--- src/rtl/debug_dump_pkg.sv ---
// Shared select codes, strip geometry and FSM encoding for the MIPS debug dump path.
// The debug interface uses the same select codes when it builds a request.
package debug_dump_pkg;

  localparam logic [5:0] NO_REQ         = 6'h3F;
  localparam logic [5:0] SEL_DATA_MEM   = 6'b100000;
  localparam logic [5:0] SEL_INSTR_MEM  = 6'b100001;
  localparam logic [5:0] SEL_PC         = 6'b100010;
  localparam logic [5:0] SEL_FETCH_DATA = 6'b100100;
  localparam logic [5:0] SEL_FETCH_CTRL = 6'b100101;
  localparam logic [5:0] SEL_DECO_DATA  = 6'b100110;
  localparam logic [5:0] SEL_DECO_CTRL  = 6'b100111;
  localparam logic [5:0] SEL_EXEC_DATA  = 6'b101000;
  localparam logic [5:0] SEL_EXEC_CTRL  = 6'b101001;
  localparam logic [5:0] SEL_MEM_DATA   = 6'b101010;
  localparam logic [5:0] SEL_MEM_CTRL   = 6'b101011;

  // Every strip is emitted with the length of the longest one.
  localparam int NB_STRIP_WORDS = 3;

  typedef enum logic [2:0] {
    ST_IDLE,
    ST_READ,
    ST_WAIT,
    ST_EMIT,
    ST_DONE
  } state_t;

  function automatic logic is_strip(input logic [5:0] sel);
    return (sel >= SEL_FETCH_DATA) && (sel <= SEL_MEM_CTRL);
  endfunction

  // Number of words actually backed by hardware; 0 marks an unknown source.
  function automatic logic [1:0] real_len(input logic [5:0] sel);
    logic [1:0] len;
    len = 2'd0;
    if (!sel[5]) begin
      len = 2'd1;
    end else begin
      case (sel)
        SEL_DATA_MEM, SEL_INSTR_MEM, SEL_PC: len = 2'd1;
        SEL_FETCH_DATA: len = 2'd2;
        SEL_FETCH_CTRL: len = 2'd1;
        SEL_DECO_DATA:  len = 2'd3;
        SEL_DECO_CTRL:  len = 2'd1;
        SEL_EXEC_DATA:  len = 2'd3;
        SEL_EXEC_CTRL:  len = 2'd1;
        SEL_MEM_DATA:   len = 2'd2;
        SEL_MEM_CTRL:   len = 2'd1;
        default:        len = 2'd0;
      endcase
    end
    return len;
  endfunction

endpackage

--- src/rtl/debug_dump_sequencer.sv ---
// Walks one debug source word by word through the shared read mux and frames each word,
// closing the transfer with a single end-of-data pulse.
module debug_dump_sequencer
  import debug_dump_pkg::*;
#(
  parameter int NB_REG      = 32,
  parameter int NB_SEL      = 6,
  parameter int SRC_LATENCY = 1
) (
  input  logic              i_clock,
  input  logic              i_reset,
  input  logic              i_start,
  input  logic [NB_SEL-1:0] i_request_select,
  input  logic [NB_REG-1:0] i_src_data,
  output logic [NB_SEL-1:0] o_src_id,
  output logic [1:0]        o_word_idx,
  output logic              o_rd_en,
  output logic [NB_REG-1:0] o_frame,
  output logic              o_frame_valid,
  output logic              o_eod,
  output logic              o_busy,
  output logic              o_req_dropped
);

  localparam int LAT_W = (SRC_LATENCY > 1) ? $clog2(SRC_LATENCY) : 1;
  localparam logic [LAT_W-1:0] LAT_LAST = LAT_W'(SRC_LATENCY - 1);
  localparam logic [1:0] STRIP_LAST = 2'(NB_STRIP_WORDS - 1);

  state_t           state, state_next;
  logic [1:0]       word_cnt;
  logic [LAT_W-1:0] lat_cnt;
  logic [1:0]       len;
  logic [1:0]       last_idx;
  logic             word_real;
  logic             lat_done;
  logic             accept;

  assign len       = real_len(o_src_id);
  assign last_idx  = is_strip(o_src_id) ? STRIP_LAST : 2'd0;
  assign word_real = word_cnt < len;
  assign lat_done  = lat_cnt == LAT_LAST;
  assign accept    = i_start && (i_request_select != NO_REQ);
  assign o_word_idx = word_cnt;

  always_ff @(posedge i_clock or negedge i_reset) begin
    if (!i_reset) begin
      state         <= ST_IDLE;
      o_src_id      <= NO_REQ;
      word_cnt      <= 2'd0;
      lat_cnt       <= '0;
      o_frame       <= '0;
      o_req_dropped <= 1'b0;
    end else begin
      state         <= state_next;
      o_req_dropped <= i_start && (state != ST_IDLE);
      case (state)
        ST_IDLE: begin
          if (accept) begin
            o_src_id <= i_request_select;
            word_cnt <= 2'd0;
          end
        end
        ST_READ: lat_cnt <= '0;
        ST_WAIT: begin
          lat_cnt <= lat_cnt + LAT_W'(1);
          // Padding words never touched the mux, so they are forced to zero here.
          if (lat_done) o_frame <= word_real ? i_src_data : '0;
        end
        ST_EMIT: begin
          if (word_cnt != last_idx) word_cnt <= word_cnt + 2'd1;
        end
        ST_DONE: o_src_id <= NO_REQ;
        default: ;
      endcase
    end
  end

  always_comb begin
    state_next    = state;
    o_rd_en       = 1'b0;
    o_frame_valid = 1'b0;
    o_eod         = 1'b0;
    o_busy        = (state != ST_IDLE);
    case (state)
      ST_IDLE: if (accept) state_next = ST_READ;
      ST_READ: begin
        o_rd_en    = word_real;
        // Unknown sources produce no frames, only the closing EoD.
        state_next = (len == 2'd0) ? ST_DONE : ST_WAIT;
      end
      ST_WAIT: if (lat_done) state_next = ST_EMIT;
      ST_EMIT: begin
        o_frame_valid = 1'b1;
        state_next    = (word_cnt == last_idx) ? ST_DONE : ST_READ;
      end
      ST_DONE: begin
        o_eod      = 1'b1;
        state_next = ST_IDLE;
      end
      default: state_next = ST_IDLE;
    endcase
  end

endmodule

--- config.mk ---
export PLATFORM = sky130hd
export DESIGN_NAME = debug_dump_sequencer
export DESIGN_NICKNAME = d
export VERILOG_FILES = /design/src/rtl/debug_dump_pkg.sv /design/src/rtl/debug_dump_sequencer.sv
export SDC_FILE = /design/constraint.sdc
export NUM_CORES = 1
export LEC_CHECK = 0
export CORE_MARGIN = 1.5
export CORE_UTILIZATION = 46
export DETAILED_ROUTE_END_ITERATION = 10
export MAX_ROUTING_LAYER = met4
export PLACE_DENSITY = 0.81
export SETUP_SLACK_MARGIN = 0.3
export SYNTH_ARGS = -nofsm -noshare
export SYNTH_HDL_FRONTEND = slang
export SYNTH_SLANG_ARGS = --single-unit
--- constraint.sdc ---
create_clock -name i_clock -period 2.7 [get_ports i_clock]
set_input_delay 0.54 -clock i_clock [delete_from_list [all_inputs] [get_ports i_clock]]
set_output_delay 0.54 -clock i_clock [all_outputs]
set_load 0.01 [all_outputs]
-- Yosys cells after proc, flatten, opt, wreduce, memory -nomap -nowiden
Cells that the tools add are included.
- flip-flop bits (word level): 45
- output and inout port bits: 45
- bits of input ports: 41
- bitwise gates (word level): 1
- add/subtract/negate cells: 2
- reductions and logical operators: 16
- equal/unequal tests: 21
- $lt $le $gt $ge: 3
- mux-type cells: 18
- operators with widths (cell ; number):
    $eq 6x6->1 const B ; 11
    $mux 32 ; 1
    $mux 3 ; 4
    $pmux 3 s4 ; 1
    $pmux 6 s2 ; 1
    $mux 2 ; 4
    $reduce_or 7->1 ; 1
    $eq 3x2->1 const B ; 2
    $ge 6x6->1 const B ; 1
    $le 6x6->1 const B ; 1
    $mux 6 ; 1
    $ne 2x2->1 const B ; 3
    $ne 6x6->1 const B ; 1
    $pmux 2 s3 ; 1
    $reduce_and 2->1 ; 3
    $reduce_bool 2->1 ; 3
    $pmux 2 s2 ; 1
    $reduce_or 2->1 ; 2
    $eq 3x1->1 const B ; 1
    $eq 3x3->1 const B ; 1
    $logic_and 1x1->1 ; 3
    $logic_not 3->1 ; 1
    $mux 1 ; 3
    $reduce_and 3->1 ; 1
    9 further kinds ; 9

-- Logic depth before layout (Yosys ltp)
Gate-level depths: netlist (run 1).
- word-level depth: 7
- mapped depth: 9

-- Worst setup path before layout (run 1)
OpenSTA, ideal clock, no wires.
- path type: reg2out
- start point: register o_src_id[3]
- end point: output o_rd_en
- arrival time: 1.941 ns
- cell stages (with the launch flop): 8
- data required time: 2.160 ns
- setup slack: 0.219 ns
- cells stage by stage: dfstp_2 > xnor2_1 > nor3b_2 > nand2_1 > ha_1 > or3_1 > or2_0 > o22ai_1
- cells in the longest elaborated chain, start to end: 6
- elaborated cells between the ends (all ways): 18
- classes of those cells: order compare: 1; eq/ne: 11; mux: 3; reduce/logical: 3
- ends and longest elaborated chain (what ; RTL line ; text):
    start, declared ; debug_dump_sequencer.sv:15 ; output logic [NB_SEL-1:0] o_src_id,
    start signal, assigned ; debug_dump_sequencer.sv:59 ; o_src_id <= i_request_select;
    $eq 6x6->1 ; debug_dump_pkg.sv:40 ; case (sel)
    $reduce_or 7->1 (no source line) / $reduce_or 2->1 (equally long branches) ; - ;
    $pmux 2 s3 (*) ; debug_dump_pkg.sv:40 ;
    $mux 2 (*) ; debug_dump_pkg.sv:37 ; if (!sel[5]) begin
    $lt 2x2->1 (*) ; debug_dump_sequencer.sv:40 ; assign word_real = word_cnt < len;
    $mux 1 (*) ; debug_dump_sequencer.sv:84 ; case (state)
    end, declared ; debug_dump_sequencer.sv:17 ; output logic o_rd_en,
Every way passes the cells marked *; elsewhere a longest branch is shown, timed or not.

-- Worst setup path in the final report (run 1)
Ends and elaborated chain as after synthesis.

==> metrics.txt, run 1 <==
Max Clock Freq=0.364 GHz; WP data arrival=2.21 ns; Synth top cells by count=dfrtp_1 (39), a31oi_1 (34), nand3b_1 (32), nor2b_1 (32), o21ai_1 (32); fraction of registers with async set/reset=100%; fin nets=387; Final WS setup=-0.0463 ns; cell taking the most area after synthesis=dfrtp_1; worst path buffer plus inverter count=1; Pint=2.09 mW; Congestion Overflow GR=0; highest cell delay on the worst timing path=0.54 ns; die height=77.1 µm; TritonCTS clock tree=done; # IOs=86; Initial Util=48.5%; Worst EP required=2.16 ns; Filler cells=434; WL final=6300 µm; area taken by flip-flops and latches=1140 µm²; count of different cell masters after synthesis=44; Final Skew=0.0106 ns; clock period minus worst slack=2.75 ns; via/cell ratio=5.48; CP Class=reg2out; area of the multi-input gates=1220 µm²; CP max FO=2; Leakage=1.44 nW; Slew headroom=56.5%; Final Hold Viols=0; Tot Pwr=3.33 mW; fin util=68.2%; H-Tree Depth=2; synthesized area=2520 µm²; RSZ-0062 raised after global routing=true; Core ar.=5200 µm²; kind of cell adding the most delay to the critical path=simple AND/OR/NAND/NOR gates; layout cells sized above 1=13.3%; worst-path cell chain=xnor2_1 > nor3b_2 > nand2_1 > ha_2 > or3_4 > or2_1 > o22ai_2 > buf_2; worst-case clock buffer depth=2; width of the die=77.1 µm; Switch Pwr=1.25 mW; count leader, synth=dfrtp_1; via count=2,280; Switching Share=37.4%; overall global routing resource usage=21.6%; Slew Limit Fails=0; # clock sinks=45; clock latency on the worst-skew pair=0.30 ns; Critical Path Sink Type=output pin; Final Cycle Share=102%; Seq pwr share=33.1%; vias in the first global route=2,101; sequential-to-total area share from yosys stat=44.9%; CTS buffer count=5; Synth Warn #=0; Startpoint Class=flip-flop; top cell type's share of synthesized area=38.7%; number of synthesized flops with an enable pin=0; Detailed Routing Iterations Pass 1=4; Cells after Synth=257; initial antenna violation count=0; ant diodes=0; Detailed Place HPWL=4080 µm; initial DRC count=156; worst min path class=in2async; clock root buffer=clkbuf_8; status=complete, but fails checks; Port Buf Inserts=85; Synth Area per Inst=9.81 µm²; DR WL/cell=15.1 µm; Worst Tran Pin Value=0.650 ns; combinational power share=54.5%; Die ar.=5940 µm²; FF+latch count, synth=45; DRT antenna net count=0; clock slew at reported path FFs=0.09 ns; top_reg_cell synth=dfrtp_1; failing checks=setup timing; Area growth syn-to-layout=40.7%; # rows=26; largest net degree at the start of global routing=65; CP max-delay cell=dfstp_2; Syn Nets=299; Synth area leaders=dfrtp_1 (39%), nand3b_1 (9.5%), a31oi_1 (8.4%); global-route wire length before repair=10,000 µm; clock power share=12.4%; final RePlAce weighted congestion=0.808; peak supply drop=0.000644 V; Final Setup Violations=1; Power Density=939 nW/µm²; DRC errors left=0; max cap viols=0
==> per-layer routing <==
metal	GRT usage, %	part of all wire [%]
met5	-	0
met3	5.48	5.6
met2	33.6	46
met4	5.64	1.0
met1	28.2	47
==> through the flow <==
step	cells	cell area [µm²]	TNS, ns	worst slack (ns)	hold slack (ns)
final	416	3550	-0.0463	-0.0463	0.304
after global routing	416	3550	-0.184	-0.184	0.354
after global placement	404	3430	-0.124	-0.124	0.515
after floorplan	257	2530	0	0.253	0.244
after CTS	412	3520	-0.0634	-0.0634	0.328
after detailed placement	404	3430	-0.146	-0.146	0.526
==> state kept, by name (all words and copies together) (netlist names) <==
name,flops
o_req_dropped,1
o_src_id,6
state,3
o_frame,32
o_word_idx,2
lat_cnt,1
==> cells by family (layout without fill, tap and decap cells) <==
group	Yosys count	in the layout	share of synthesized area, %
buffers and inverters	29	118	7.29
AND/OR/NAND/NOR	90	90	24.6
XOR/XNOR	2	2	0.695
multiplexers	1	1	0.397
flip-flops	45	45	44.9
adder cells (fa/ha/maj)	1	1	0.496
AO/OA/AOI/OAI	89	89	21.6
==> cell usage in the layout (no fill, tap or decap), types with 2 or more instances in the layout <==
cell	instances
a21o_1	2
a21oi_1	3
a31oi_1	34
and2_1	2
buf_2	2
buf_4	18
clkbuf_8	5
clkdlybuf4s50_1	82
clkinv_2	2
dfrtp_1	37
dfrtp_2	2
dfstp_2	6
inv_1	6
nand2_1	3
nand2b_1	3
nand3b_1	32
nor2_1	2
nor2b_1	32
nor3_1	2
o21a_1	2
o21ai_0	3
o21ai_1	32
o22a_1	6
==> cell type report <==
type                    count  share of cell area [%]
clock buffers               6                    2.05
inverters                   6                   0.635
repair buffers            104                    28.1
flip-flops and latches     45                    32.0
well taps                  70                    2.47
clock inverters             2                   0.282
multi-input cells         183                    34.4
==> power by group through the flow <==
stage	sequential [mW]	clock [mW]	combinational (mW)
detailed placement	1.12	0	1.77
CTS	1.11	0.424	1.79
global placement	1.11	0	1.75
finish	1.10	0.413	1.82
global route	1.13	0.451	1.97
floorplan	1.21	0	0.928
==> final timing paths <==
check                       startpoint     endpoint  slack [ns]  cells after the start
max                        o_src_id[3]      o_rd_en       -0.05                      8
min                            i_reset   o_frame[6]        0.30                      2
max reg2reg                o_src_id[3]  o_frame[27]        0.53                      9
min reg2reg                o_src_id[0]  o_src_id[0]        0.54                      1
max in group asynchronous      i_reset     state[1]        1.93                      2
min in group i_clock       o_src_id[0]  o_src_id[0]        0.54                      1
==> repair_timing <==
| action | CTS | global route |
|---|---|---|
| setup endpoints to repair | 2 | 2 |
| buffers inserted | 0 | 4 |
| resized for setup | 9 | 1 |
| cloned | 0 | 0 |
| hold buffers | 0 | 0 |
Note: power is estimated with default switching activity, not from simulation.
==> run 2: changes to the inputs <==
- CORE_MARGIN: 1.5 -> not set
==> run 2 against run 1 <==
  * The run still ends with setup timing left
  * Via count decreased by 0.39%
  * First-iteration DRC count is 40% higher
  * Cell area increased by 0.35%
  * Largest power group unchanged
  * Clock skew decreased by 0.0056 ns
  * Global-route usage is 1.9 points higher
  * Clock-buffer cell count is 2 higher
  * Non-clock buffer count is the same
==> metrics.txt, run 2 (same netlist as run 1, synthesis figures left out) <==
status=complete, but fails checks; failing checks=setup timing; Largest Register=o_frame; clock period minus worst slack=2.74 ns (-0.00536 ns); layout cells sized above 1=13.3% (unchanged); Reg2Reg Depth=9 (unchanged); Leakage=1.43 nW (-0.83%); r2r setup slk=0.50 ns (-0.03 ns); Final Hold Viols=0 (unchanged); CP Class=reg2out; fin nets=387 (unchanged); r2r startpoint=o_src_id[3]; Worst EP required=2.16 ns (about the same); CTS buffer count=5 (unchanged); # rows=26 (unchanged); Die ar.=5780 µm² (-2.6%); Slew headroom=57.2% (+0.75 points); initial antenna violation count=0 (unchanged); Port Buf Inserts=85 (unchanged); RSZ-0062 raised after global routing=true; Core ar.=5200 µm² (unchanged); ant diodes=0 (unchanged); DRC errors left=0 (unchanged); Max Clock Freq=0.365 GHz (+0.20%); # IOs=86 (unchanged); die height=76.1 µm (-1.3%); Slew Limit Fails=0 (unchanged); DRT antenna net count=0 (unchanged); Power Density=947 nW/µm² (+0.85%); vias in the first global route=2,196 (+4.5%); CP max FO=2 (unchanged); Detailed Routing Iterations Pass 1=4 (unchanged); largest registers=o_frame x32, o_src_id x6, state x3; peak supply drop=0.000681 V (+5.7%); largest net degree at the start of global routing=65 (unchanged); global-route wire length before repair=10,700 µm (+6.8%); clock root buffer=clkbuf_8; Worst Tran Pin Value=0.639 ns (-0.0112 ns); clock slew at reported path FFs=0.08 ns (about the same); Final Skew=0.00504 ns (-0.00556 ns); post-route cell area=3560 µm² (+0.35%); WL final=6250 µm (-0.79%); clock latency on the worst-skew pair=0.30 ns (about the same); Area growth syn-to-layout=41.2%; Startpoint Class=flip-flop; H-Tree Depth=2 (unchanged); Setup TNS=-0.0410 ns (+0.00536 ns); worst min path class=in2async; Detailed Place HPWL=3940 µm (-3.5%); most frequent cells in the layout=clkdlybuf4s50_1 (83), dfrtp_1 (37), a31oi_1 (34); Congestion Overflow GR=0 (unchanged); most common cell after layout, fill and taps aside=clkdlybuf4s50_1; Area after DPL=3420 µm² (-0.22%); Filler cells=442 (+1.8%); Final Setup Violations=1 (unchanged); DR WL/cell=15.0 µm (-0.79%); # clock sinks=45 (unchanged); max cap viols=0 (unchanged); final RePlAce weighted congestion=0.885 (+9.5%); max reg flops=32 (unchanged); Critical Path Sink Type=output pin; via count=2,271 (-0.39%); Reg-to-Reg End=o_frame[15]; overall global routing resource usage=23.5% (+1.9 points); Initial Util=48.5% (unchanged); width of the die=76.1 µm (-1.3%); TritonCTS clock tree=done; via/cell ratio=5.46 (-0.39%); initial DRC count=219 (+40%); worst-case clock buffer depth=2 (unchanged); Final WS setup=-0.0410 ns (+0.00536 ns); WP data arrival=2.20 ns (about the same); Final Cycle Share=102% (-0.20 points)
[run 2: layer usage]
metal	up-vias	part of all wire (%)	track usage [%]
li1	1113	-	-
met1	1073	45	31.0
met2	80	48	36.9
met3	5	6.7	5.63
met4	0	0.72	5.38
met5	-	0	-
[run 2: how the worst max path moves through the flow]
| stage | end | from | slack, ns | cells past startpoint |
|---|---|---|---|---|
| after floorplan | o_rd_en | o_src_id[3] | 0.25 | 7 |
| after global placement | o_rd_en | o_src_id[3] | -0.09 | 8 |
| after detailed placement | o_rd_en | o_src_id[3] | -0.15 | 8 |
| after CTS | o_rd_en | o_src_id[3] | -0.05 | 8 |
| after global routing | o_rd_en | o_src_id[3] | -0.13 | 8 |
| final | o_rd_en | o_src_id[3] | -0.04 | 8 |
[run 2: worst max-delay path, stage by stage (launching register included)]
cell and delay [ns]:
dfstp_2 0.56, xnor2_2 0.08, nor3b_2 0.20, nand2_1 0.08, ha_2 0.18, or3_4 0.33, or2_1 0.23, o22ai_2 0.09
buf_2 0.15
[run 2: timing repair]
| action | CTS | global route |
|---|---|---|
| hold buffers | 0 | 0 |
| buffers inserted | 4 | 1 |
| pin swaps | 4 | 2 |
| endpoints found under the setup margin | 2 | 2 |
| resized for setup | 9 | 1 |
[run 2: power breakdown]
| group | leakage (nW) | internal [mW] | switching [mW] |
|---|---|---|---|
| sequential | 0.579 | 0.951 | 0.161 |
| clock | 0.0455 | 0.209 | 0.226 |
| combinational | 0.805 | 0.968 | 0.859 |
[run 2: through the flow]
stage	instances	power (mW)	utilization [%]	hold WS [ns]	worst slack [ns]
4_1_cts	415	3.37	68.1	0.328	-0.0500
2_1_floorplan	257	2.14	-	0.244	0.253
3_5_place_dp	403	2.89	65.7	0.524	-0.155
3_3_place_gp	403	2.85	65.7	0.522	-0.0937
5_1_grt	416	3.63	68.4	0.362	-0.127
6_report	416	3.37	68.4	0.311	-0.0410
[run 2: final cells by class]
class	count	area [µm²]	share of cell area, %
well taps	70	87.6	2.46
multi-input cells	183	1230	34.5
inverters	6	22.5	0.632
flip-flops and latches	45	1140	31.9
repair buffers	104	996	28.0
clock buffers	8	90.1	2.53
==> run 3: changes to the inputs <==
- PLACE_DENSITY: 0.81 -> 0.85
==> run 3 against run 2 <==
  * The run still ends with setup timing left
  * Sequential share of layout area shrank 0.33 points
  * Die area stayed put
  * Cell area up 0.95%
  * Cell count up 1.2%
  * Critical path depth did not move
  * Register-to-register slack gained 0.21 ns
  * Sequential power barely moved
  * Clock skew grew 0.0037 ns
  * Sequential cell count stayed put
  * Utilization up 0.65 points
  * Largest power group unchanged
  * Highest routed layer unchanged
==> metrics.txt, run 3 (same netlist as run 1, synthesis figures left out) <==
clock slew at reported path FFs=0.09 ns (about the same); Final Setup Violations=1 (unchanged); Setup TNS=-0.0927 ns (-0.0517 ns); worst min path class=in2async; Congestion Overflow GR=0 (unchanged); Final WS setup=-0.0927 ns (-0.0517 ns); layout cells sized above 1=14.2% (+0.95 points); Initial Util=48.5% (unchanged); Startpoint Class=flip-flop; Final Cycle Share=103% (+1.9 points); most common cell after layout, fill and taps aside=clkdlybuf4s50_1; Final Hold Viols=0 (unchanged); clock latency on the worst-skew pair=0.30 ns (about the same); peak supply drop=0.000647 V (-4.9%); Critical Path Sink Type=output pin; Port Buf Inserts=85 (unchanged); Detailed Routing Iterations Pass 1=4 (unchanged); vias in the first global route=2,192 (-0.18%); clock root buffer=clkbuf_8; Max Clock Freq=0.358 GHz (-1.9%); Worst Tran Pin Value=0.968 ns (+0.329 ns); largest registers=o_frame x32, o_src_id x6, state x3; WL final=6450 µm (+3.2%); CP Class=reg2out; # clock sinks=45 (unchanged); max cap viols=0 (unchanged); Slew headroom=35.5% (-22 points); CTS Hold Bufs=0 (unchanged); Largest Register=o_frame; Power Density=959 nW/µm² (+1.2%); Final Skew=0.00875 ns (+0.00371 ns); Area growth syn-to-layout=42.5%; DR WL/cell=15.3 µm (+2.0%); fin nets=392 (+1.3%); worst-case clock buffer depth=2 (unchanged); worst path buffer plus inverter count=1 (unchanged); Die ar.=5780 µm² (unchanged); r2r setup slk=0.71 ns (+0.21 ns); width of the die=76.1 µm (unchanged); Core ar.=5200 µm² (unchanged); Filler cells=409 (-7.5%); Leakage=1.46 nW (+2.1%); worst-path cell chain=xnor2_1 > nor3b_2 > nand2_1 > ha_2 > or3_4 > or2_1 > o22ai_2 > buf_2; Place WS=-0.165 ns (-0.0106 ns); final RePlAce weighted congestion=0.812 (-8.2%); CTS buffer count=5 (unchanged); TritonCTS clock tree=done; kind of cell adding the most delay to the critical path=simple AND/OR/NAND/NOR gates; highest cell delay on the worst timing path=0.54 ns (-0.02 ns); clock period minus worst slack=2.79 ns (+0.0517 ns); largest net degree at the start of global routing=48 (-26%); Tot Pwr=3.45 mW (+2.2%); global-route wire length before repair=10,600 µm (-0.96%); max reg flops=32 (unchanged); Detailed Place HPWL=4210 µm (+6.8%); Worst EP required=2.16 ns (about the same); failing checks=setup timing; via count=2,308 (+1.6%); initial DRC count=113 (-48%); initial antenna violation count=0 (unchanged); RSZ-0062 raised after global routing=true; # rows=26 (unchanged); DRT antenna net count=0 (unchanged); # IOs=86 (unchanged); most frequent cells in the layout=clkdlybuf4s50_1 (83), dfrtp_1 (38), a31oi_1 (34); CP max-delay cell=dfstp_2; DRC errors left=0 (unchanged); ant diodes=0 (unchanged); die height=76.1 µm (unchanged); Slew Limit Fails=0 (unchanged); H-Tree Depth=2 (unchanged); overall global routing resource usage=23.4% (-0.10 points); status=complete, but fails checks; CP max FO=2 (unchanged); WP data arrival=2.25 ns (+0.05 ns); via/cell ratio=5.48 (+0.42%)
run 3: cell types whose count changed in the layout (fill, tap and decap cells not counted), sizes merged:
| cell | delta |
|---|---|
| clkinv | +1 |
| clkbuf | -2 |
| bufinv | +1 |
| buf | +5 |
run 3: through the flow:
step | utilization, % | cells | cell area (µm²) | hold slack [ns]
after floorplan | - | 257 | 2530 | 0.244
after global placement | 66.1 | 407 | 3440 | 0.516
after detailed placement | 66.1 | 407 | 3440 | 0.524
after CTS | 68.8 | 419 | 3580 | 0.421
after global routing | 69.1 | 421 | 3590 | 0.479
final | 69.1 | 421 | 3590 | 0.388
run 3: final cells by class:
cell class	count	area, µm²	share of cell area (%)
repair buffers	109	1020	28.4
inverters	6	22.5	0.627
multi-input cells	183	1220	34.0
clock inverters	2	35.0	0.975
clock buffers	6	72.6	2.02
well taps	70	87.6	2.44
flip-flops and latches	45	1130	31.6
run 3: path summary, 6_finish.rpt:
kind / cells past startpoint / from / endpoint
worst max-delay path: 8 / o_src_id[3] / o_rd_en
worst min register to register: 1 / o_src_id[0] / o_src_id[0]
worst min-delay path: 1 / i_reset / o_frame[1]
worst max register to register: 9 / o_src_id[3] / o_frame[27]
max in group asynchronous: 2 / i_reset / o_src_id[3]
min in group i_clock: 1 / o_src_id[0] / o_src_id[0]
run 3: worst register-to-register path: stages (launching register included):
cell and delay [ns]:
dfstp_2 0.54, xnor2_1 0.08, nor3b_2 0.19, nand2_1 0.09, ha_2 0.18, buf_4 0.13
and2b_1 0.19, buf_4 0.24, nand3b_1 0.11, o21ai_1 0.17
run 3: power by group:
group          switching, mW  internal [mW]  total [mW]
Sequential             0.148          0.948        1.10
Clock                  0.227          0.275       0.501
Combinational          0.883          0.966        1.85
Total                   1.26           2.19        3.45
run 3: routing by layer:
| layer | up-vias | routed length, µm | global-route usage, % |
|---|---|---|---|
| li1 | 1123 | - | - |
| met1 | 1098 | 3010 | 31.4 |
| met2 | 74 | 3060 | 36.6 |
| met3 | 13 | 282 | 4.31 |
| met4 | 0 | 102 | 6.54 |
| met5 | - | 0 | - |
run 3: repair_timing:
action,CTS,global route
resized for setup,8,0
pin swaps,2,1
endpoints found under the setup margin,2,2
buffers inserted,4,2
